File: src/rtl/seq_div32_pkg.sv
// Shared types and constants for the sequential restoring divider.
package seq_div32_pkg;

  localparam int DEFAULT_N = 32;
  localparam int CNT_W     = $clog2(DEFAULT_N);

  typedef enum logic [1:0] {
    IDLE = 2'd0,
    RUN  = 2'd1,
    FIX  = 2'd2,
    DONE = 2'd3
  } state_t;

  // Iteration counter width for a given operand width (at least one bit).
  function automatic int cnt_width(input int n);
    return (n <= 1) ? 1 : $clog2(n);
  endfunction

endpackage

File: src/rtl/seq_div32_div_step.sv
// One restoring-division iteration: shift {rem, quo} left, trial-subtract, select.
module div_step
  import seq_div32_pkg::*;
#(
  parameter int N = DEFAULT_N
) (
  input  logic [N-1:0] rem,
  input  logic [N-1:0] quo,
  input  logic [N-1:0] divisor,
  output logic [N-1:0] rem_next,
  output logic [N-1:0] quo_next
);

  logic [N:0]   rem_sh;
  logic [N+1:0] diff;
  logic         unused_hi;

  always_comb begin
    rem_sh   = {rem, quo[N-1]};
    diff     = {1'b0, rem_sh} - {2'b00, divisor};
    quo_next = {quo[N-2:0], ~diff[N+1]};
    // Either surviving value is below the divisor, so bit N is always 0.
    rem_next = diff[N+1] ? rem_sh[N-1:0] : diff[N-1:0];
  end

  assign unused_hi = ^{rem_sh[N], diff[N]};

endmodule

File: src/rtl/seq_div32.sv
// Iterative N-bit restoring divider: IDLE -> RUN (N steps) -> FIX -> DONE.
// Define SEQ_DIV32_SIGNED_EN to honour signed_op (two's-complement division).
module seq_div32
  import seq_div32_pkg::*;
#(
  parameter int N = DEFAULT_N
) (
  input  logic         clk,
  input  logic         rst_n,
  input  logic         start,
  input  logic [N-1:0] dividend,
  input  logic [N-1:0] divisor,
  input  logic         signed_op,
  output logic         busy,
  output logic         done,
  output logic [N-1:0] quotient,
  output logic [N-1:0] remainder,
  output logic         div_by_zero,
  output logic         zero
);

  localparam int CW = cnt_width(N);

  state_t          state_reg, state_next;
  logic [N-1:0]    rem_reg, quo_reg, dvsr_reg;
  logic [CW-1:0]   cnt_reg;
  logic [N-1:0]    quotient_reg, remainder_reg;
  logic            dbz_reg, zero_reg;
  logic [N-1:0]    rem_step, quo_step;
  logic [N-1:0]    a_mag, b_mag, q_fix, r_fix;
  logic            neg_q, neg_r;
  logic            divisor_zero, last_step;

  assign divisor_zero = (divisor == '0);
  assign last_step    = (cnt_reg == CW'(N - 1));

`ifdef SEQ_DIV32_SIGNED_EN
  logic a_neg, b_neg;

  assign a_neg = signed_op & dividend[N-1];
  assign b_neg = signed_op & divisor[N-1];
  assign a_mag = a_neg ? (~dividend + 1'b1) : dividend;
  assign b_mag = b_neg ? (~divisor + 1'b1) : divisor;

  always_ff @(posedge clk or negedge rst_n) begin
    if (!rst_n) begin
      neg_q <= 1'b0;
      neg_r <= 1'b0;
    end else if (state_reg == IDLE && start) begin
      neg_q <= a_neg ^ b_neg;
      neg_r <= a_neg;
    end
  end
`else
  logic unused_signed_op;

  assign unused_signed_op = signed_op;
  assign a_mag = dividend;
  assign b_mag = divisor;
  assign neg_q = 1'b0;
  assign neg_r = 1'b0;
`endif

  // Magnitude of -2^(N-1) / -1 is 2^(N-1); negating it wraps back to itself.
  assign q_fix = neg_q ? (~quo_reg + 1'b1) : quo_reg;
  assign r_fix = neg_r ? (~rem_reg + 1'b1) : rem_reg;

  div_step #(.N(N)) u_step (
    .rem      (rem_reg),
    .quo      (quo_reg),
    .divisor  (dvsr_reg),
    .rem_next (rem_step),
    .quo_next (quo_step)
  );

  always_ff @(posedge clk or negedge rst_n) begin
    if (!rst_n) state_reg <= IDLE;
    else        state_reg <= state_next;
  end

  always_comb begin
    state_next = state_reg;
    case (state_reg)
      IDLE: if (start) state_next = divisor_zero ? DONE : RUN;
      RUN:  if (last_step) state_next = FIX;
      FIX:  state_next = DONE;
      DONE: state_next = IDLE;
      default: state_next = IDLE;
    endcase
  end

  always_comb begin
    busy = (state_reg != IDLE);
    done = (state_reg == DONE);
  end

  // Results are registered on entry to DONE so they are valid while done is high.
  always_ff @(posedge clk or negedge rst_n) begin
    if (!rst_n) begin
      rem_reg       <= '0;
      quo_reg       <= '0;
      dvsr_reg      <= '0;
      cnt_reg       <= '0;
      quotient_reg  <= '0;
      remainder_reg <= '0;
      dbz_reg       <= 1'b0;
      zero_reg      <= 1'b1;
    end else begin
      case (state_reg)
        IDLE: begin
          if (start) begin
            if (divisor_zero) begin
              quotient_reg  <= '1;
              remainder_reg <= dividend;
              dbz_reg       <= 1'b1;
              zero_reg      <= 1'b0;
            end else begin
              quo_reg  <= a_mag;
              rem_reg  <= '0;
              dvsr_reg <= b_mag;
              cnt_reg  <= '0;
            end
          end
        end
        RUN: begin
          rem_reg <= rem_step;
          quo_reg <= quo_step;
          cnt_reg <= cnt_reg + CW'(1);
        end
        FIX: begin
          quotient_reg  <= q_fix;
          remainder_reg <= r_fix;
          dbz_reg       <= 1'b0;
          zero_reg      <= (quo_reg == '0);
        end
        default: ;
      endcase
    end
  end

  assign quotient    = quotient_reg;
  assign remainder   = remainder_reg;
  assign div_by_zero = dbz_reg;
  assign zero        = zero_reg;

endmodule

File: config.mk
export PLATFORM = sky130hd
export DESIGN_NAME = seq_div32
export DESIGN_NICKNAME = d
export VERILOG_FILES = /design/src/rtl/seq_div32_pkg.sv /design/src/rtl/seq_div32_div_step.sv /design/src/rtl/seq_div32.sv
export SDC_FILE = /design/constraint.sdc
export NUM_CORES = 1
export LEC_CHECK = 0
export CELL_PAD_IN_SITES_DETAIL_PLACEMENT = 0
export CELL_PAD_IN_SITES_GLOBAL_PLACEMENT = 1
export CORE_MARGIN = 1
export CORE_UTILIZATION = 35
export CTS_CLUSTER_SIZE = 12
export DETAILED_ROUTE_END_ITERATION = 12
export HOLD_SLACK_MARGIN = 0.05
export PLACE_DENSITY_LB_ADDON = 0.1
export SLEW_MARGIN = 20
export SYNTH_ARGS = -nofsm -noshare
export SYNTH_HDL_FRONTEND = slang
export SYNTH_SLANG_ARGS = --single-unit
File: constraint.sdc
create_clock -name clk -period 2.43 [get_ports clk]
set_input_delay 0.486 -clock clk [delete_from_list [all_inputs] [get_ports clk]]
set_output_delay 0.486 -clock clk [all_outputs]
set_load 0.01 [all_outputs]
==> metrics.cfg, run 1 <==
[logic_synthesis]
synthDistinctLibCells = 55
ys.flop_type = sky130_fd_sc_hd__dfrtp_1
ys_top_cells_by_count = sky130_fd_sc_hd__dfrtp_1 (168), sky130_fd_sc_hd__nor2_1 (88), sky130_fd_sc_hd__mux2i_1 (78), sky130_fd_sc_hd__inv_1 (73), sky130_fd_sc_hd__nand2_1 (73)
synth_area_leaders = sky130_fd_sc_hd__dfrtp_1 (46%), sky130_fd_sc_hd__mux2i_1 (8.6%), sky130_fd_sc_hd__ha_1 (5.4%)
synth.largest_area_cell = sky130_fd_sc_hd__dfrtp_1
syn_area_mm2 = 0.00904
yosys_warnings = 0
synth_area_per_cell_um2 = 9.75
synth_cells = 928
synth_sequential_area_ratio_pct = 46.8
number_of_flops_mapped_to_enable_cells_by_yosys = 0
synth_most_common_cell = sky130_fd_sc_hd__dfrtp_1
net_count_after_synthesis = 1036
synth_top_area_share_pct = 46.5
async_reset_ff_share_pct = 100
synth-seq-cells = 169

[drt]
post_drt_via_cell_ratio = 4.89
drt-total-wl_mm = 25.8
dr.first_iter.drc_count = 467
drtPass1Iterations = 5
postRouteAntennaNets = 0
avgRoutedWirePerCell_um = 16.6
via_count = 7612
drc_errors = 0

[setup_path]
worst_path_dominant_cell_family = compound AO/OA/AOI/OAI gates
crit_fanout = 14
critPathSlowestCell = sky130_fd_sc_hd__dfrtp_1
crit_type = flop to flop
worstPathArrival_ns = 3.10
crit_chain = ha_4 > a21o_1 > nand3_2 > a311oi_4 > a2111o_1 > nand3_2 > o31a_4 > o21ai_4 > buf_12 > buf_12 > mux2i_1 > o21ai_1
startpoint_kind_of_the_worst_setup_timing_path = flop
critical-path-max-stage-delay_ns = 0.43
timing.reg2reg.setup_slack_ns = -0.36
crit_path_end_kind = flop
worstPathRequired_ns = 2.74
path_buf_inv = 2

[layout]
layout.filler_cells = 2365
num_antenna_cells = 0
synthToLayoutAreaGrowth_pct = 45.8
final_net_count = 1323
post_layout_nonfiller_instances = 1558
final_layout_size_suffix_gt1_share_pct = 23.9
utilization_pct = 52.2

[sta]
layout_min_cycle_time_ns = 2.79
grt_setup_unrepaired = true
hold_ws_ns = 0.376
report.final.setup_viol = 33
final_max_slew_viol_count = 0
timing.clock.skew_ns = 0.0145
fin_ws_ns = -0.360
layout_worst_path_cycle_share_pct = 115
maxClockFrequency_mhz = 358
relSlewSlack_pct = 55.0
timing_worst_slew_pin_value_ns = 0.668
finalHoldViolations = 0

[floorplanning]
pin_count = 136
total_number_of_placement_rows = 58
starting_density_pct = 35.8
dieHeight_um = 163
core_region_area_mm2 = 0.0253
design.die.area_mm2 = 0.0265
die_w_um = 163

[run_status]
violations = setup timing
status = complete, but fails checks

[pwr]
powerDensity_mw_per_mm2 = 1360
max_vdd_drop_mv = 0.507
internal-power_mw = 10.7
power.clock.fraction_pct = 15.0
leakage_nw = 5.87
power_frac_comb_pct = 58.0
net_switching_power_figure_mw = 7.27
power.switching_fraction_pct = 40.4
reg_power_share_pct = 27.0

[global_routing]
grt_first_pass_wirelength_mm = 40.7
globalRouteTotalUtil_pct = 19.8
antenna_found_initial = 0
first_global_vias = 7438
grt_max_degree = 68
total_congestion_overflow = 0

[clock_network]
clockBufferDepth = 2
insertion_delay_ns = 0.43
cts_num_sinks = 169
clock_tree.root_cell = sky130_fd_sc_hd__clkbuf_16
cts_clock_pin_slew_for_the_worst_setup_and_hold_paths_ns = 0.08
cts_buffers = 17
tritoncts = done
ctsHtreeMaxLevel = 4

[placement]
routabilityCongestion = 0.821
place.detailed.hpwl_mm = 19.2
dp.cells = 1505
place.port_buffers = 134

[flow_run]
maxCapViolations = 0

[min_path]
hold_path.class = input pin to flop

power by group through the flow:
stage                     clock (mW)  sequential (mW)  combinational (mW)
after CTS                       2.78             4.86                10.2
after detailed placement           0             4.92                9.70
after global routing            2.89             5.03                11.5
after floorplan                    0             4.91                5.57
final                           2.69             4.86                10.4
after global placement             0             4.88                9.66
through the flow:
| step | worst slack [ns] | setup TNS [ns] | power [mW] | cell area (um2) |
|---|---|---|---|---|
| 6_report | -0.360 | -10.51 | 18.0 | 13200 |
| 5_1_grt | -0.499 | -14.53 | 19.4 | 13200 |
| 4_1_cts | -0.392 | -10.91 | 17.8 | 13000 |
| 3_5_place_dp | -0.634 | -80.69 | 14.6 | 12200 |
| 3_3_place_gp | -0.679 | -76.95 | 14.5 | 12200 |
| 2_1_floorplan | -0.126 | -2.79 | 10.5 | 9220 |
cell families (layout without fill, tap and decap cells):
| kind of cell | Yosys count | after routing | synth area share (%) |
|---|---|---|---|
| adders and majority gates | 40 | 40 | 5.62 |
| xor gates and xnor gates | 28 | 28 | 2.71 |
| buffers and inverters | 119 | 418 | 5.37 |
| AOI/OAI and AO/OA | 240 | 241 | 16.2 |
| DFF | 169 | 169 | 46.8 |
| and+or+nand+nor | 221 | 221 | 10.6 |
| muxes | 111 | 111 | 12.7 |
worst paths after layout:
kind / start / to / cells after the start
hold / removal: divisor[31] / dvsr_reg[31] / 2
max in group asynchronous: rst_n / zero / 3
setup / recovery: r_fix[13] / r_fix[3] / 12
min in group asynchronous: rst_n / quotient[28] / 2
setup reg to reg: r_fix[13] / r_fix[3] / 12
hold reg to reg: cnt_reg[4] / cnt_reg[4] / 2
cells in the final DEF, fill, tap and decap left out, types with 18 or more instances in the layout:
master / n
sky130_fd_sc_hd__o21ai_0: 38
sky130_fd_sc_hd__nand2_1: 73
sky130_fd_sc_hd__nor2_1: 86
sky130_fd_sc_hd__a31oi_1: 35
sky130_fd_sc_hd__inv_1: 71
sky130_fd_sc_hd__xnor2_1: 18
sky130_fd_sc_hd__mux2i_1: 77
sky130_fd_sc_hd__buf_12: 18
sky130_fd_sc_hd__buf_4: 154
sky130_fd_sc_hd__mux2_2: 33
sky130_fd_sc_hd__ha_1: 26
sky130_fd_sc_hd__clkdlybuf4s50_1: 127
sky130_fd_sc_hd__clkbuf_16: 19
sky130_fd_sc_hd__dfrtp_1: 168
sky130_fd_sc_hd__o21ai_1: 31
sky130_fd_sc_hd__a21oi_1: 63
worst reg2reg max path, cell delays in order, from the launching register on:
cell and delay (ns):
sky130_fd_sc_hd__dfrtp_1 0.43, sky130_fd_sc_hd__ha_4 0.30, sky130_fd_sc_hd__a21o_1 0.12, sky130_fd_sc_hd__nand3_2 0.09, sky130_fd_sc_hd__a311oi_4 0.33, sky130_fd_sc_hd__a2111o_1 0.23
sky130_fd_sc_hd__nand3_2 0.13, sky130_fd_sc_hd__o31a_4 0.32, sky130_fd_sc_hd__o21ai_4 0.15, sky130_fd_sc_hd__buf_12 0.17, sky130_fd_sc_hd__buf_12 0.14, sky130_fd_sc_hd__mux2i_1 0.20
sky130_fd_sc_hd__o21ai_1 0.08
routing by layer:
layer	global-route usage, %	share of wire [%]	up-vias
li1	-	-	3862
met1	29.5	51	3591
met2	29.9	44	135
met3	2.70	3.5	24
met4	4.97	1.5	0
met5	0	0	-
final cells by class:
class | count | area, um2 | area share, %
inverters | 73 | 274 | 2.08
clock inverters | 14 | 160 | 1.21
well taps | 330 | 413 | 3.13
flip-flops and latches | 169 | 4230 | 32.1
multi-input cells | 641 | 4670 | 35.4
repair buffers | 313 | 3010 | 22.8
clock buffers | 18 | 429 | 3.25
repair_timing:
| action | in CTS | in global routing |
|---|---|---|
| hold buffers | 1 | 0 |
| endpoints found under the hold margin | 31 | 0 |
| resized for setup | 19 | 22 |
| pin swaps | 5 | 7 |
| gates cloned | 2 | 3 |
| setup buffers | 7 | 9 |
| setup endpoints to repair | 136 | 163 |
(Power assumes the default switching activity.)
==> run 2: changes to the inputs <==
--- a/config.mk
+++ b/config.mk
@@ -8,7 +8,7 @@
 export CELL_PAD_IN_SITES_DETAIL_PLACEMENT = 0
 export CELL_PAD_IN_SITES_GLOBAL_PLACEMENT = 1
 export CORE_MARGIN = 1
-export CORE_UTILIZATION = 35
+export CORE_UTILIZATION = 38
 export CTS_CLUSTER_SIZE = 12
 export DETAILED_ROUTE_END_ITERATION = 12
 export HOLD_SLACK_MARGIN = 0.05
==> metrics.cfg, run 2 (same netlist as run 1, synthesis figures left out) <==
[run_status]
status = complete, but fails checks
violations = setup timing

[setup_path]
crit_path_end_kind = flop
worstPathArrival_ns = 3.04  ; -0.06 ns
critPathSlowestCell = sky130_fd_sc_hd__dfrtp_1
crit_type = flop to flop
crit_fanout = 13  ; -1
crit_chain = ha_4 > a21o_1 > nand3_1 > a311oi_2 > a2bb2oi_2 > nand3_2 > o31a_4 > o21ai_4 > buf_12 > buf_4 > mux2i_1 > o21ai_1
worstPathRequired_ns = 2.74  ; about the same
path_buf_inv = 2  ; unchanged
critical-path-max-stage-delay_ns = 0.42  ; about the same
worst_path_dominant_cell_family = compound AO/OA/AOI/OAI gates
startpoint_kind_of_the_worst_setup_timing_path = flop
timing.reg2reg.setup_slack_ns = -0.30  ; +0.06 ns

[drt]
avgRoutedWirePerCell_um = 16.6  ; about the same
post_drt_via_cell_ratio = 4.99  ; +2.0%
drtPass1Iterations = 5  ; unchanged
via_count = 7742  ; +1.7%
postRouteAntennaNets = 0  ; unchanged
drt-total-wl_mm = 25.8  ; -0.22%
drc_errors = 0  ; unchanged
dr.first_iter.drc_count = 401  ; -14%

[pwr]
powerDensity_mw_per_mm2 = 1360  ; -0.33%
max_vdd_drop_mv = 0.511  ; +0.83%
power.clock.fraction_pct = 14.8  ; -0.2 points
net_switching_power_figure_mw = 7.27  ; about the same
reg_power_share_pct = 27.0  ; about the same
internal-power_mw = 10.8  ; +0.48%
power.switching_fraction_pct = 40.3  ; -0.11 points
power_frac_comb_pct = 58.2  ; +0.2 points
leakage_nw = 5.91  ; +0.75%

[sta]
finalHoldViolations = 0  ; unchanged
fin_ws_ns = -0.296  ; +0.0643 ns
hold_ws_ns = 0.437  ; +0.0609 ns
report.final.setup_viol = 33  ; unchanged
maxClockFrequency_mhz = 367  ; +2.4%
layout_worst_path_cycle_share_pct = 112  ; -2.6 points
timing.clock.skew_ns = 0.0133  ; -0.00120 ns
timing_worst_slew_pin_value_ns = 0.533  ; -0.135 ns
layout_min_cycle_time_ns = 2.73  ; -0.0643 ns
setup_total_negative_slack_ns = -7.88  ; +2.63 ns
final_max_slew_viol_count = 0  ; unchanged
grt_setup_unrepaired = true
relSlewSlack_pct = 64.1  ; +9.1 points

[floorplanning]
total_number_of_placement_rows = 56  ; -3.4%
pin_count = 136  ; unchanged
starting_density_pct = 38.6  ; +2.8 points
die_w_um = 156  ; -4.0%
design.die.area_mm2 = 0.0244  ; -7.8%
core_region_area_mm2 = 0.0234  ; -7.3%
dieHeight_um = 156  ; -4.0%

[min_path]
hold_path.class = input pin to flop

[global_routing]
antenna_found_initial = 0  ; unchanged
total_congestion_overflow = 0  ; unchanged
globalRouteTotalUtil_pct = 21.9  ; +2.1 points
first_global_vias = 7576  ; +1.9%
gr-usage-met3_pct = 3.60  ; +0.90 points
grt_max_degree = 68  ; unchanged
grt_first_pass_wirelength_mm = 40.9  ; +0.66%
global_route.peak_usage_layer = met2
grt_use_met2_pct = 33.5  ; +3.6 points
groute.layer.met1.usage_pct = 31.9  ; +2.4 points

[layout]
final_net_count = 1330  ; +0.53%
synthToLayoutAreaGrowth_pct = 46.7
mostFrequentLayoutCells = sky130_fd_sc_hd__dfrtp_1 (167), sky130_fd_sc_hd__buf_4 (163), sky130_fd_sc_hd__clkdlybuf4s50_1 (128)
num_antenna_cells = 0  ; unchanged
final_layout_size_suffix_gt1_share_pct = 25.3  ; +1.4 points
layout.filler_cells = 2147  ; -9.2%
mostFrequentLayoutCell = sky130_fd_sc_hd__dfrtp_1
post_layout_nonfiller_instances = 1553  ; -0.32%

[clock_network]
ctsHtreeMaxLevel = 4  ; unchanged
clock_tree.root_cell = sky130_fd_sc_hd__clkbuf_16
cts_num_sinks = 169  ; unchanged
cts_buffers = 17  ; unchanged
tritoncts = done
insertion_delay_ns = 0.44  ; about the same
clockBufferDepth = 2  ; unchanged
cts_clock_pin_slew_for_the_worst_setup_and_hold_paths_ns = 0.07  ; about the same

[flow_run]
maxCapViolations = 0  ; unchanged

[placement]
placement.setup.worst_slack_ns = -0.704  ; -0.0698 ns
dp.cells = 1497  ; -0.53%
place.detailed.hpwl_mm = 19.0  ; -1.0%
place.port_buffers = 134  ; unchanged
routabilityCongestion = 0.818  ; -0.39%

==> run 2: changes by cell type in the layout (fill, tap and decap cells not counted), sizes merged <==
cell,before,now
o21a,5,4
clkdlybuf4s50,127,128
dlygate4sd2,2,1
clkbuf,20,19
buf,176,182
inv,78,79
clkinv,9,8
bufbuf,1,3
==> run 2: power by group through the flow <==
stage	Combinational (mW)	Clock, mW	Sequential [mW]
3_5_place_dp	9.63	0	4.92
5_1_grt	11.5	2.85	5.04
4_1_cts	10.2	2.72	4.88
3_3_place_gp	9.55	0	4.88
2_1_floorplan	5.57	0	4.91
6_report	10.5	2.67	4.88
==> run 2: cell type report <==
cell class / instances / area [um2] / share of cell area [%]
repair buffers: 321 / 3090 / 23.3
well taps: 319 / 399 / 3.01
multi-input cells: 640 / 4700 / 35.4
inverters: 73 / 274 / 2.06
clock buffers: 17 / 425 / 3.21
clock inverters: 14 / 153 / 1.15
flip-flops and latches: 169 / 4230 / 31.9
==> run 2: layer usage <==
| metal | vias up | share of wire [%] |
|---|---|---|
| met1 | 3701 | 50 |
| met2 | 142 | 46 |
| li1 | 3877 | - |
| met3 | 22 | 3.0 |
| met4 | 0 | 1.3 |
| met5 | - | 0 |
==> run 2: repair_timing <==
item / CTS / global route
hold buffers: 1 / 0
endpoints found under the setup margin: 167 / 152
pin swaps: 17 / 13
gates resized for setup: 32 / 20
endpoints found under the hold margin: 35 / 0
cloned: 4 / 2
setup buffers: 12 / 6
==> run 2: through the flow <==
step,instance area (um2),util [%],power [mW]
floorplan,9220,-,10.5
global placement,12200,52.0,14.4
detailed placement,12200,52.0,14.5
CTS,13100,55.9,17.8
global route,13300,56.7,19.4
finish,13300,56.7,18.1
==> run 2: path summary, 6_finish.rpt <==
| check | start | to | cells past startpoint |
|---|---|---|---|
| max in group asynchronous | rst_n | r_fix[23] | 3 |
| hold / removal | divisor[21] | dvsr_reg[21] | 3 |
| min in group asynchronous | rst_n | q_fix[5] | 2 |
| setup reg to reg | r_fix[13] | r_fix[14] | 12 |
| setup / recovery | r_fix[13] | r_fix[14] | 12 |
| hold reg to reg | cnt_reg[4] | cnt_reg[4] | 2 |
==> run 2: worst reg2reg max path: cells and delay by family, from the launching register on <==
family | cells | cell delay [ns]
mux | 1 | 0.19
buf+inv | 2 | 0.29
fa+ha+maj | 1 | 0.29
flops | 1 | 0.42
compound gates | 6 | 1.21
simple gates | 2 | 0.21
